### config.mk
export PLATFORM = sky130hd
export DESIGN_NAME = conv_pass_sequencer
export DESIGN_NICKNAME = d
export VERILOG_FILES = /design/src/rtl/conv_pass_sequencer_pkg.sv /design/src/rtl/conv_beat_counter.sv /design/src/rtl/conv_pass_sequencer.sv
export SDC_FILE = /design/constraint.sdc
export NUM_CORES = 1
export LEC_CHECK = 0
export BUFFER_PORTS_ARGS = -buffer_cell sky130_fd_sc_hd__buf_4
export CELL_PAD_IN_SITES_DETAIL_PLACEMENT = 1
export CELL_PAD_IN_SITES_GLOBAL_PLACEMENT = 1
export CORE_AREA = 2 2 213 215
export DETAILED_ROUTE_END_ITERATION = 7
export DIE_AREA = 0 0 215 217
export PLACE_DENSITY_LB_ADDON = 0.1
export SETUP_SLACK_MARGIN = 0.2
export SLEW_MARGIN = 20
export SYNTH_ARGS = -nofsm -noshare
export SYNTH_HDL_FRONTEND = slang
export SYNTH_HIERARCHICAL = 1
export SYNTH_SLANG_ARGS = --single-unit
export TNS_END_PERCENT = 20
### constraint.sdc
create_clock -name clk -period 10.97 [get_ports clk]
set_input_delay 1.6455 -clock clk [delete_from_list [all_inputs] [get_ports clk]]
set_output_delay 1.6455 -clock clk [all_outputs]
set_load 0.005 [all_outputs]
### src/rtl/conv_pass_sequencer_pkg.sv
// Shared types and helpers for the conv pass sequencer: FSM encoding,
// size decodes and the beat-count width.
package conv_pass_sequencer_pkg;

  localparam int unsigned BEAT_CNT_W = 21;
  localparam int unsigned TMR_W      = 16;

  typedef enum logic [2:0] {
    ST_IDLE,
    ST_CORE_RST,
    ST_LOAD_K,
    ST_SETTLE,
    ST_STREAM,
    ST_WAIT_DONE,
    ST_NEXT,
    ST_FIN
  } state_e;

  // Image side S for codes 0..4; invalid codes decode to zero.
  function automatic logic [BEAT_CNT_W-1:0] decode_s(input logic [2:0] code);
    case (code)
      3'd0:    decode_s = BEAT_CNT_W'(4);
      3'd1:    decode_s = BEAT_CNT_W'(8);
      3'd2:    decode_s = BEAT_CNT_W'(16);
      3'd3:    decode_s = BEAT_CNT_W'(32);
      3'd4:    decode_s = BEAT_CNT_W'(64);
      default: decode_s = '0;
    endcase
  endfunction

  function automatic logic [BEAT_CNT_W-1:0] decode_c(input logic [1:0] code);
    case (code)
      2'd0:    decode_c = BEAT_CNT_W'(256);
      2'd1:    decode_c = BEAT_CNT_W'(128);
      2'd2:    decode_c = BEAT_CNT_W'(64);
      default: decode_c = BEAT_CNT_W'(32);
    endcase
  endfunction

  function automatic logic img_code_valid(input logic [2:0] code);
    return (code <= 3'd4);
  endfunction

  // Kernel beats (C) followed by image beats (S*S*C); max 1048832 fits in 21 bits.
  function automatic logic [BEAT_CNT_W-1:0] beats_per_pass(input logic [2:0] img_code,
                                                           input logic [1:0] ch_code);
    logic [BEAT_CNT_W-1:0] s;
    logic [BEAT_CNT_W-1:0] c;
    s = decode_s(img_code);
    c = decode_c(ch_code);
    return c + (s * s * c);
  endfunction

endpackage

### src/rtl/conv_beat_counter.sv
// Per-pass beat counter: cleared on load, advanced per accepted beat,
// flags the terminal (last) beat of the pass.
module conv_beat_counter
  import conv_pass_sequencer_pkg::*;
#(
  parameter int unsigned WIDTH = BEAT_CNT_W
) (
  input  logic             i_clk,
  input  logic             i_aresetn,
  input  logic             i_load,
  input  logic             i_inc,
  input  logic [WIDTH-1:0] i_beats,
  output logic             o_tc
);

  logic [WIDTH-1:0] r_count;

  always_ff @(posedge i_clk or negedge i_aresetn) begin
    if (!i_aresetn) begin
      r_count <= '0;
    end else if (i_load) begin
      r_count <= '0;
    end else if (i_inc) begin
      r_count <= r_count + WIDTH'(1);
    end
  end

  assign o_tc = (r_count == (i_beats - WIDTH'(1)));

endmodule

### src/rtl/conv_pass_sequencer.sv
// Sequences one conv layer run: core reset, then per output channel a kernel
// load, settle gap, gated stream pass and wait for the core's done pulse.
module conv_pass_sequencer
  import conv_pass_sequencer_pkg::*;
#(
  parameter int unsigned DATA_WIDTH     = 256,
  parameter int unsigned SETTLE_CYCLES  = 10,   // must be >= 1
  parameter int unsigned BEAT_CNT_WIDTH = BEAT_CNT_W
) (
  input  logic                  clk,
  input  logic                  aresetn,
  input  logic                  start,
  input  logic [2:0]            image_size_choose,
  input  logic [1:0]            channel_size_choose,
  input  logic [8:0]            num_out_ch,
  input  logic [DATA_WIDTH-1:0] s_axis_tdata,
  input  logic                  s_axis_tvalid,
  output logic                  s_axis_tready,
  output logic [DATA_WIDTH-1:0] m_axis_tdata,
  output logic                  m_axis_tvalid,
  input  logic                  m_axis_tready,
  output logic                  m_axis_tlast,
  output logic                  conv_rst_n,
  output logic                  load_kernel_bram,
  input  logic                  conv_done,
  output logic                  busy,
  output logic                  done,
  output logic                  cfg_error,
  output logic [7:0]            out_ch_idx
);

  state_e                    r_state;
  logic [TMR_W-1:0]          r_timer;
  logic [2:0]                r_img_code;
  logic [1:0]                r_ch_code;
  logic [8:0]                r_num_out_ch;

  logic [BEAT_CNT_WIDTH-1:0] w_beats;
  logic                      w_in_stream;
  logic                      w_hs;
  logic                      w_tc;
  logic                      w_cfg_ok;
  logic [8:0]                w_next_idx;

  assign w_beats     = BEAT_CNT_WIDTH'(beats_per_pass(r_img_code, r_ch_code));
  assign w_in_stream = (r_state == ST_STREAM);
  assign w_cfg_ok    = (num_out_ch != 9'd0) && img_code_valid(image_size_choose);
  assign w_next_idx  = {1'b0, out_ch_idx} + 9'd1;

  // Stream is a straight pass-through, gated so nothing moves outside STREAM.
  assign m_axis_tdata  = s_axis_tdata;
  assign m_axis_tvalid = w_in_stream & s_axis_tvalid;
  assign s_axis_tready = w_in_stream & m_axis_tready;
  assign w_hs          = m_axis_tvalid & m_axis_tready;
  assign m_axis_tlast  = w_in_stream & w_tc;

  conv_beat_counter #(
    .WIDTH(BEAT_CNT_WIDTH)
  ) u_beat_counter (
    .i_clk    (clk),
    .i_aresetn(aresetn),
    .i_load   (r_state == ST_LOAD_K),
    .i_inc    (w_hs),
    .i_beats  (w_beats),
    .o_tc     (w_tc)
  );

  // Run FSM with registered control outputs.
  always_ff @(posedge clk or negedge aresetn) begin
    if (!aresetn) begin
      r_state          <= ST_IDLE;
      r_timer          <= '0;
      r_img_code       <= '0;
      r_ch_code        <= '0;
      r_num_out_ch     <= '0;
      conv_rst_n       <= 1'b0;
      load_kernel_bram <= 1'b0;
      busy             <= 1'b0;
      done             <= 1'b0;
      cfg_error        <= 1'b0;
      out_ch_idx       <= '0;
    end else begin
      load_kernel_bram <= 1'b0;
      done             <= 1'b0;
      cfg_error        <= 1'b0;
      case (r_state)
        ST_IDLE: begin
          conv_rst_n <= 1'b1;
          if (start) begin
            if (w_cfg_ok) begin
              r_img_code   <= image_size_choose;
              r_ch_code    <= channel_size_choose;
              r_num_out_ch <= num_out_ch;
              out_ch_idx   <= '0;
              r_timer      <= '0;
              conv_rst_n   <= 1'b0;
              busy         <= 1'b1;
              r_state      <= ST_CORE_RST;
            end else begin
              cfg_error <= 1'b1;
            end
          end
        end
        ST_CORE_RST: begin
          if (r_timer == TMR_W'(1)) begin
            conv_rst_n       <= 1'b1;
            load_kernel_bram <= 1'b1;
            r_state          <= ST_LOAD_K;
          end else begin
            r_timer <= r_timer + TMR_W'(1);
          end
        end
        ST_LOAD_K: begin
          r_timer <= '0;
          r_state <= ST_SETTLE;
        end
        ST_SETTLE: begin
          if (r_timer == TMR_W'(SETTLE_CYCLES - 1)) begin
            r_state <= ST_STREAM;
          end else begin
            r_timer <= r_timer + TMR_W'(1);
          end
        end
        ST_STREAM: begin
          if (w_hs && w_tc) begin
            r_state <= ST_WAIT_DONE;
          end
        end
        ST_WAIT_DONE: begin
          if (conv_done) begin
            r_state <= ST_NEXT;
          end
        end
        ST_NEXT: begin
          out_ch_idx <= out_ch_idx + 8'd1;
          if (w_next_idx < r_num_out_ch) begin
            load_kernel_bram <= 1'b1;
            r_state          <= ST_LOAD_K;
          end else begin
            done    <= 1'b1;
            r_state <= ST_FIN;
          end
        end
        ST_FIN: begin
          busy    <= 1'b0;
          r_state <= ST_IDLE;
        end
        default: begin
          r_state <= ST_IDLE;
        end
      endcase
    end
  end

endmodule

==> impl_results.md, run 1 <==
- Status: complete, no violations
- Die H: 217 µm
- Post-synth cell types: 71
- Filler cell count: 5338
- Measured slew at the worst slew-check pin: 781.2 ps
- DR vias: 5163
- Endpoint type of the worst setup path: output pin
- Tot GR Track Use: 0.1027
- Core Area: 44700 µm²
- Critical path fanouts, max: 6
- Most frequent cells after synthesis: 256 x buf_4, 67 x dfrtp_1, 67 x nor2_1
- Quantity of I/O buffers inserted on ports: 35
- DRT antenna net count: 0
- Proportion of netlist area held by the largest area contributor: 0.2413
- Top cell type by total area after synthesis: buf_4
- Final Max Tran Viols: 0
- Primary FF master, synth: dfrtp_1
- Mapped Avg Cell Area: 8.647 µm²
- Worst EP arrival: 7760 ps
- Final TNS setup: 0 ps
- EDFF count, synth: 0
- Io pins: 548
- Hold Buf Count CTS: 0
- Initial Util: 0.1782
- Synth async-reset ratio: 1.000
- YS warnings: 6
- Worst Hold Class: register to register
- RSZ-0062 raised after global routing: no
- Via density: 3.876
- First DRT Iteration DRCs: 163
- Max Clk Rate: 106.3 MHz
- Final setup viols: 0
- Row count: 78
- Max VDD drop: 69.95 µV
- RD Place Congestion: 0.6439
- Dpl cells: 1316
- Max clock buf depth: 2
- Post-Synthesis Cells: 921
- Clk root buf: clkbuf_16
- DR DRC count: 0
- Worst relative slew slack: 0.4764
- Total power: 0.8263 mW
- N_diodes: 0
- First-pass GRT wire length: 36370 µm
- DRT Pass-1 Iters: 4
- Number of gates resized after cts: 0
- Clock-pin slew on the worst setup and hold paths: 70 ps
- Vias in the first global route: 5724
- Clock Sinks: 67
- Final-stage net count: 1080
- Critical path type: register to output pin
- Fin crit share: 0.8577
- Area growth from synthesis to layout: -6.457%
- Share of cells above drive strength 1: 0.1393
- H-tree depth: 3
- Lkg Pwr: 3.336 nW
- Clk Latency, worst-skew pair: 350 ps
- Worst EP required: 9320 ps
- WL/cell: 17.75 µm
- Top-count cell post-synth: buf_4
- Max Clock Skew: 10.41 ps
- Fin. Hold Viols: 0
- Power density over the cells: 110.9 nW/µm²
- Die ar.: 46660 µm²
- Mapped cell area: 7964 µm²
- Area contributors post-synth: buf_4 24%, dfrtp_1 21%, ha_1 9.3%, fa_1 4.5%, xnor2_1 3.8%
- Fin crit period: 9409 ps
- Drt total wl: 23640 µm
- Post-route insts no fill: 1332
- Post-CTS setup buffers: 0
- GRT overflow: 0
- Synthesized flop and latch total: 67
- Initial antenna violation count: 0
- Num CTS Buffers: 9
- Die width: 215 µm
- CTS tree: done
- Worst Setup Start Kind: register
- Total of max-cap violations: 0
- Largest net degree at the start of global routing: 43
- DP HPWL: 19010 µm
- Flop-to-flop setup slack: 3290 ps
- Register area share after synthesis: 0.2105
==> cell families (layout without fill, tap and decap cells) <==
| logic type | after synthesis | count (layout) | synth area share |
|---|---|---|---|
| adder cells (fa/ha/maj) | 77 | 77 | 0.1379 |
| AND/OR/NAND/NOR | 263 | 263 | 0.1801 |
| other | 2 | 35 | 0.0009430 |
| flip-flops | 67 | 67 | 0.2105 |
| buffers and inverters | 327 | 105 | 0.2753 |
| multiplexers | 30 | 30 | 0.04085 |
| XOR/XNOR | 66 | 66 | 0.07258 |
| AO/OA/AOI/OAI | 89 | 89 | 0.08185 |
==> registers in the layout (all words and copies together) (netlist names) <==
| name | cells |
|---|---|
| load_kernel_bram | 1 |
| done | 1 |
| r_ch_code | 2 |
| out_ch_idx | 8 |
| u_beat_counter/r_count | 21 |
| r_num_out_ch | 9 |
| r_timer | 16 |
| r_state | 3 |
| r_img_code | 3 |
| cfg_error | 1 |
| conv_rst_n | 1 |
| busy | 1 |
==> stage by stage <==
step,hold WS [ps],area (µm²),util,setup WS (ps)
6_report,507.0,7450,0.1667,1561
5_1_grt,529.8,7450,0.1667,1232
4_1_cts,513.1,7450,0.1667,1479
3_5_place_dp,498.1,7132,0.1596,1924
3_3_place_gp,492.4,7132,0.1596,1890
2_1_floorplan,473.7,8088,-,2626
==> critical path: stages (launching register included) <==
cell	delay (ps)
dfrtp_1	420
or3b_2	250
fa_1	190
xor2_1	170
xnor2_1	100
fa_1	460
ha_1	300
ha_1	350
and2_1	190
fa_1	530
inv_1	50
fa_1	460
inv_1	60
ha_1	230
ha_1	290
ha_1	310
inv_1	60
fa_1	540
inv_1	70
nor4_1	490
or3b_4	460
or4_1	480
and3_4	200
nor4b_4	430
and2_1	200
buf_4	100
==> metal layers <==
metal / GRT usage / share of wire / vias up
li1: - / - / 2428
met1: 0.1159 / 0.41 / 2426
met2: 0.1694 / 0.47 / 220
met3: 0.03648 / 0.077 / 89
met4: 0.05701 / 0.044 / 0
met5: 0 / 0 / -
==> layout by cell type, fill, tap and decap left out, drive strengths merged, types with 19 or more instances in the layout <==
cell type,instances
nand3,31
nand2,46
mux2,20
inv,50
xor2,31
ha,59
nor2,67
xnor2,35
buf,39
conb,35
nor3,19
dfrtp,67
==> report_power, final <==
group	total (mW)	internal [mW]	switching, mW
Combinational	0.226	0.0974	0.129
Clock	0.326	0.198	0.127
Sequential	0.275	0.257	0.0177
==> final cells by class <==
cell class              count  area (µm²)  area share
multi-input cells         560        4224      0.5670
clock inverters             7       92.59     0.01243
inverters                  50       187.7     0.02519
flip-flops and latches     67        1677      0.2251
clock buffers               9       225.2     0.03023
well taps                 600       750.7      0.1008
repair buffers             39       292.8     0.03930
==> path summary, 6_finish.rpt <==
check / startpoint / end / cells past startpoint
worst max register to register: r_img_code[1] / r_state[0] / 27
worst max-delay path: r_img_code[1] / m_axis_tlast / 25
worst min register to register: r_num_out_ch[0] / r_num_out_ch[0] / 1
max in group asynchronous: aresetn / r_num_out_ch[8] / 2
min in group asynchronous: aresetn / r_timer[1] / 1
worst min-delay path: r_num_out_ch[0] / r_num_out_ch[0] / 1
Power figures use the tool's default switching activity.
==> run 2, diff against run 1 <==
--- a/config.mk
+++ b/config.mk
@@ -8,14 +8,13 @@
 export BUFFER_PORTS_ARGS = -buffer_cell sky130_fd_sc_hd__buf_4
 export CELL_PAD_IN_SITES_DETAIL_PLACEMENT = 1
 export CELL_PAD_IN_SITES_GLOBAL_PLACEMENT = 1
-export CORE_AREA = 2 2 213 215
+export CORE_AREA = 2 2 210 212
 export DETAILED_ROUTE_END_ITERATION = 7
-export DIE_AREA = 0 0 215 217
+export DIE_AREA = 0 0 212 214
 export PLACE_DENSITY_LB_ADDON = 0.1
 export SETUP_SLACK_MARGIN = 0.2
 export SLEW_MARGIN = 20
 export SYNTH_ARGS = -nofsm -noshare
 export SYNTH_HDL_FRONTEND = slang
-export SYNTH_HIERARCHICAL = 1
 export SYNTH_SLANG_ARGS = --single-unit
 export TNS_END_PERCENT = 20
==> impl_results.md, run 2 <==
- Die width: 212 µm
- Area growth from synthesis to layout: -8.583%
- Clock Sinks: 67
- YS warnings: 0
- Worst relative slew slack: 0.3408
- FF-to-FF Start: r_img_code[2]
- DRT antenna net count: 0
- Mapped cell area: 7726 µm²
- Critical path type: register to output pin
- DRT Pass-1 Iters: 4
- Mapped Avg Cell Area: 8.389 µm²
- Initial Util: 0.1802
- Fin crit period: 8482 ps
- Die H: 214 µm
- R2R depth: 22
- RSZ-0062 raised after global routing: no
- Critical path fanouts, max: 11
- Synth async-reset ratio: 1.000
- Top cell type by total area after synthesis: buf_4
- GRT overflow: 0
- Flop-to-flop setup slack: 4760 ps
- Top-count cell post-synth: buf_4
- WL/cell: 16.55 µm
- Status: complete, no violations
- Via density: 3.842
- Number of gates resized after cts: 0
- Final Max Tran Viols: 0
- DR vias: 4972
- Most frequent cells after synthesis: 258 x buf_4, 87 x nand2_1, 73 x ha_1
- Total of max-cap violations: 0
- Filler cell count: 5042
- Top Registers: u_beat_counter.r_count (21), r_timer (16), r_num_out_ch (9)
- Worst Setup SP: r_img_code[2]
- Reg with most FFs: u_beat_counter.r_count
- Vias in the first global route: 5366
- Quantity of I/O buffers inserted on ports: 35
- First DRT Iteration DRCs: 149
- Lkg Pwr: 3.147 nW
- Core Area: 42890 µm²
- Worst r2r dst: r_state[0]
- Measured slew at the worst slew-check pin: 985.2 ps
- Drt total wl: 21420 µm
- Max Clock Skew: 7.918 ps
- DR DRC count: 0
- Synthesized flop and latch total: 67
- Area contributors post-synth: buf_4 25%, dfrtp_1 22%, ha_1 12%, fa_1 4.4%, nand2_1 4.2%
- Post-CTS setup buffers: 0
- Final setup viols: 0
- Largest net degree at the start of global routing: 59
- Io pins: 548
- Final-stage net count: 1070
- Worst Setup Start Kind: register
- Final TNS setup: 0 ps
- Hold Buf Count CTS: 0
- DP HPWL: 16940 µm
- Fin. Hold Viols: 0
- Post-Synthesis Cells: 921
- Row count: 76
- Endpoint type of the worst setup path: output pin
- Num CTS Buffers: 9
- Primary FF master, synth: dfrtp_1
- Die ar.: 45370 µm²
- Tot GR Track Use: 0.09545
- Post-layout util: 0.1647
- Fin crit share: 0.7732
- CP endpoint: m_axis_tlast
- Most frequent cells in the layout: 87 x nand2_1, 73 x ha_1, 67 x dfrtp_1
- Register area share after synthesis: 0.2170
- Max VDD drop: 283.3 µV
- First-pass GRT wire length: 33290 µm
- Clk root buf: clkbuf_16
- H-tree depth: 3
- Share of cells above drive strength 1: 0.09732
- Worst EP required: 9320 ps
- Proportion of netlist area held by the largest area contributor: 0.2507
- Clock-pin slew on the worst setup and hold paths: 60 ps
- Max Clk Rate: 117.9 MHz
- Power density over the cells: 504.7 nW/µm²
- Worst Hold Class: register to register
- Most common cell after layout, fill and taps aside: nand2_1
- N_diodes: 0
- Max reg flops: 21
- Max clock buf depth: 2
- Initial antenna violation count: 0
- Post-synth cell types: 66
- Worst EP arrival: 6840 ps
- RD Place Congestion: 0.6674
- Clk Latency, worst-skew pair: 350 ps
- CTS tree: done
- EDFF count, synth: 0
run 2: changes by cell type in the layout (fill, tap and decap cells not counted), sizes merged, moves of 5 or more:
cell and delta:
nand2 +41, conb -24, o21ai +21, mux2 -18, ha +14, mux2i -10, and2 +8, nor2 -8
inv -6, or2 -6, or4 -5
run 2: area by class of cell:
type / count / area (µm²) / share of cell area
clock buffer: 12 / 236.5 / 0.03348
sequential: 67 / 1677 / 0.2374
tap: 585 / 732.0 / 0.1036
inverter: 45 / 168.9 / 0.02391
clock inverter: 4 / 51.30 / 0.007263
multi-input combinational: 542 / 3905 / 0.5529
timing repair buffer: 39 / 292.8 / 0.04145
run 2: per-layer routing:
metal	wire length, µm	global-route usage
met5	0	0.005388
met4	238	0.02488
met3	1718	0.03812
met2	10010	0.1483
met1	9454	0.1217
run 2: worst min-delay path by stage:
| stage | start | end | slack [ps] | depth (start not counted) |
|---|---|---|---|---|
| floorplan | r_num_out_ch[0] | r_num_out_ch[0] | 440 | 2 |
| global placement | r_num_out_ch[0] | r_num_out_ch[0] | 480 | 2 |
| detailed placement | r_num_out_ch[0] | r_num_out_ch[0] | 480 | 2 |
| CTS | r_num_out_ch[0] | r_num_out_ch[0] | 500 | 2 |
| global route | r_num_out_ch[0] | r_num_out_ch[0] | 530 | 2 |
| finish | r_num_out_ch[0] | r_num_out_ch[0] | 500 | 2 |
run 2: cells by family (layout without fill, tap and decap cells):
kind of cell,count (synthesis),after routing,synth area share
buf+inv,322,100,0.2831
simple gates,277,277,0.1755
compound gates,98,98,0.08616
other cells,1,11,0.0004854
fa+ha+maj,90,90,0.1623
xor+xnor,64,64,0.07255
flops,67,67,0.2170
mux,2,2,0.002915
run 2: worst max-delay path, stage by stage, from the launching register on:
cell and delay (ps):
dfrtp_1 550, and3b_2 260, ha_1 300, ha_1 300
ha_1 340, xor2_1 210, and2_1 180, ha_1 280
inv_1 70, fa_1 450, fa_1 560, inv_1 40
ha_1 280, ha_1 290, ha_1 450, a211oi_1 330
nand2_1 90, o221ai_1 180, o2bb2ai_1 160, xnor2_1 170
o41a_1 180, nand4_1 140, nor4_1 470, buf_4 190
run 2: stage by stage:
| stage | power, mW | cells | instance area [µm²] | worst slack, ps | hold WS [ps] |
|---|---|---|---|---|---|
| final | 3.565 | 1294 | 7063 | 2488 | 495.6 |
| after global routing | 4.051 | 1294 | 7063 | 1948 | 533.4 |
| after CTS | 3.686 | 1294 | 7063 | 2240 | 503.8 |
| after detailed placement | 3.350 | 1278 | 6775 | 2651 | 480.1 |
| after global placement | 3.398 | 1278 | 6775 | 2663 | 476.3 |
| after floorplan | 2.646 | 931 | 7764 | 3755 | 440.7 |
run 2: power by group:
part           total [mW]  switching, mW  leakage [nW]  internal [mW]
sequential          0.387         0.0807         0.845          0.306
combinational        2.88           1.71          2.16           1.17
clock               0.298          0.122         0.137          0.177
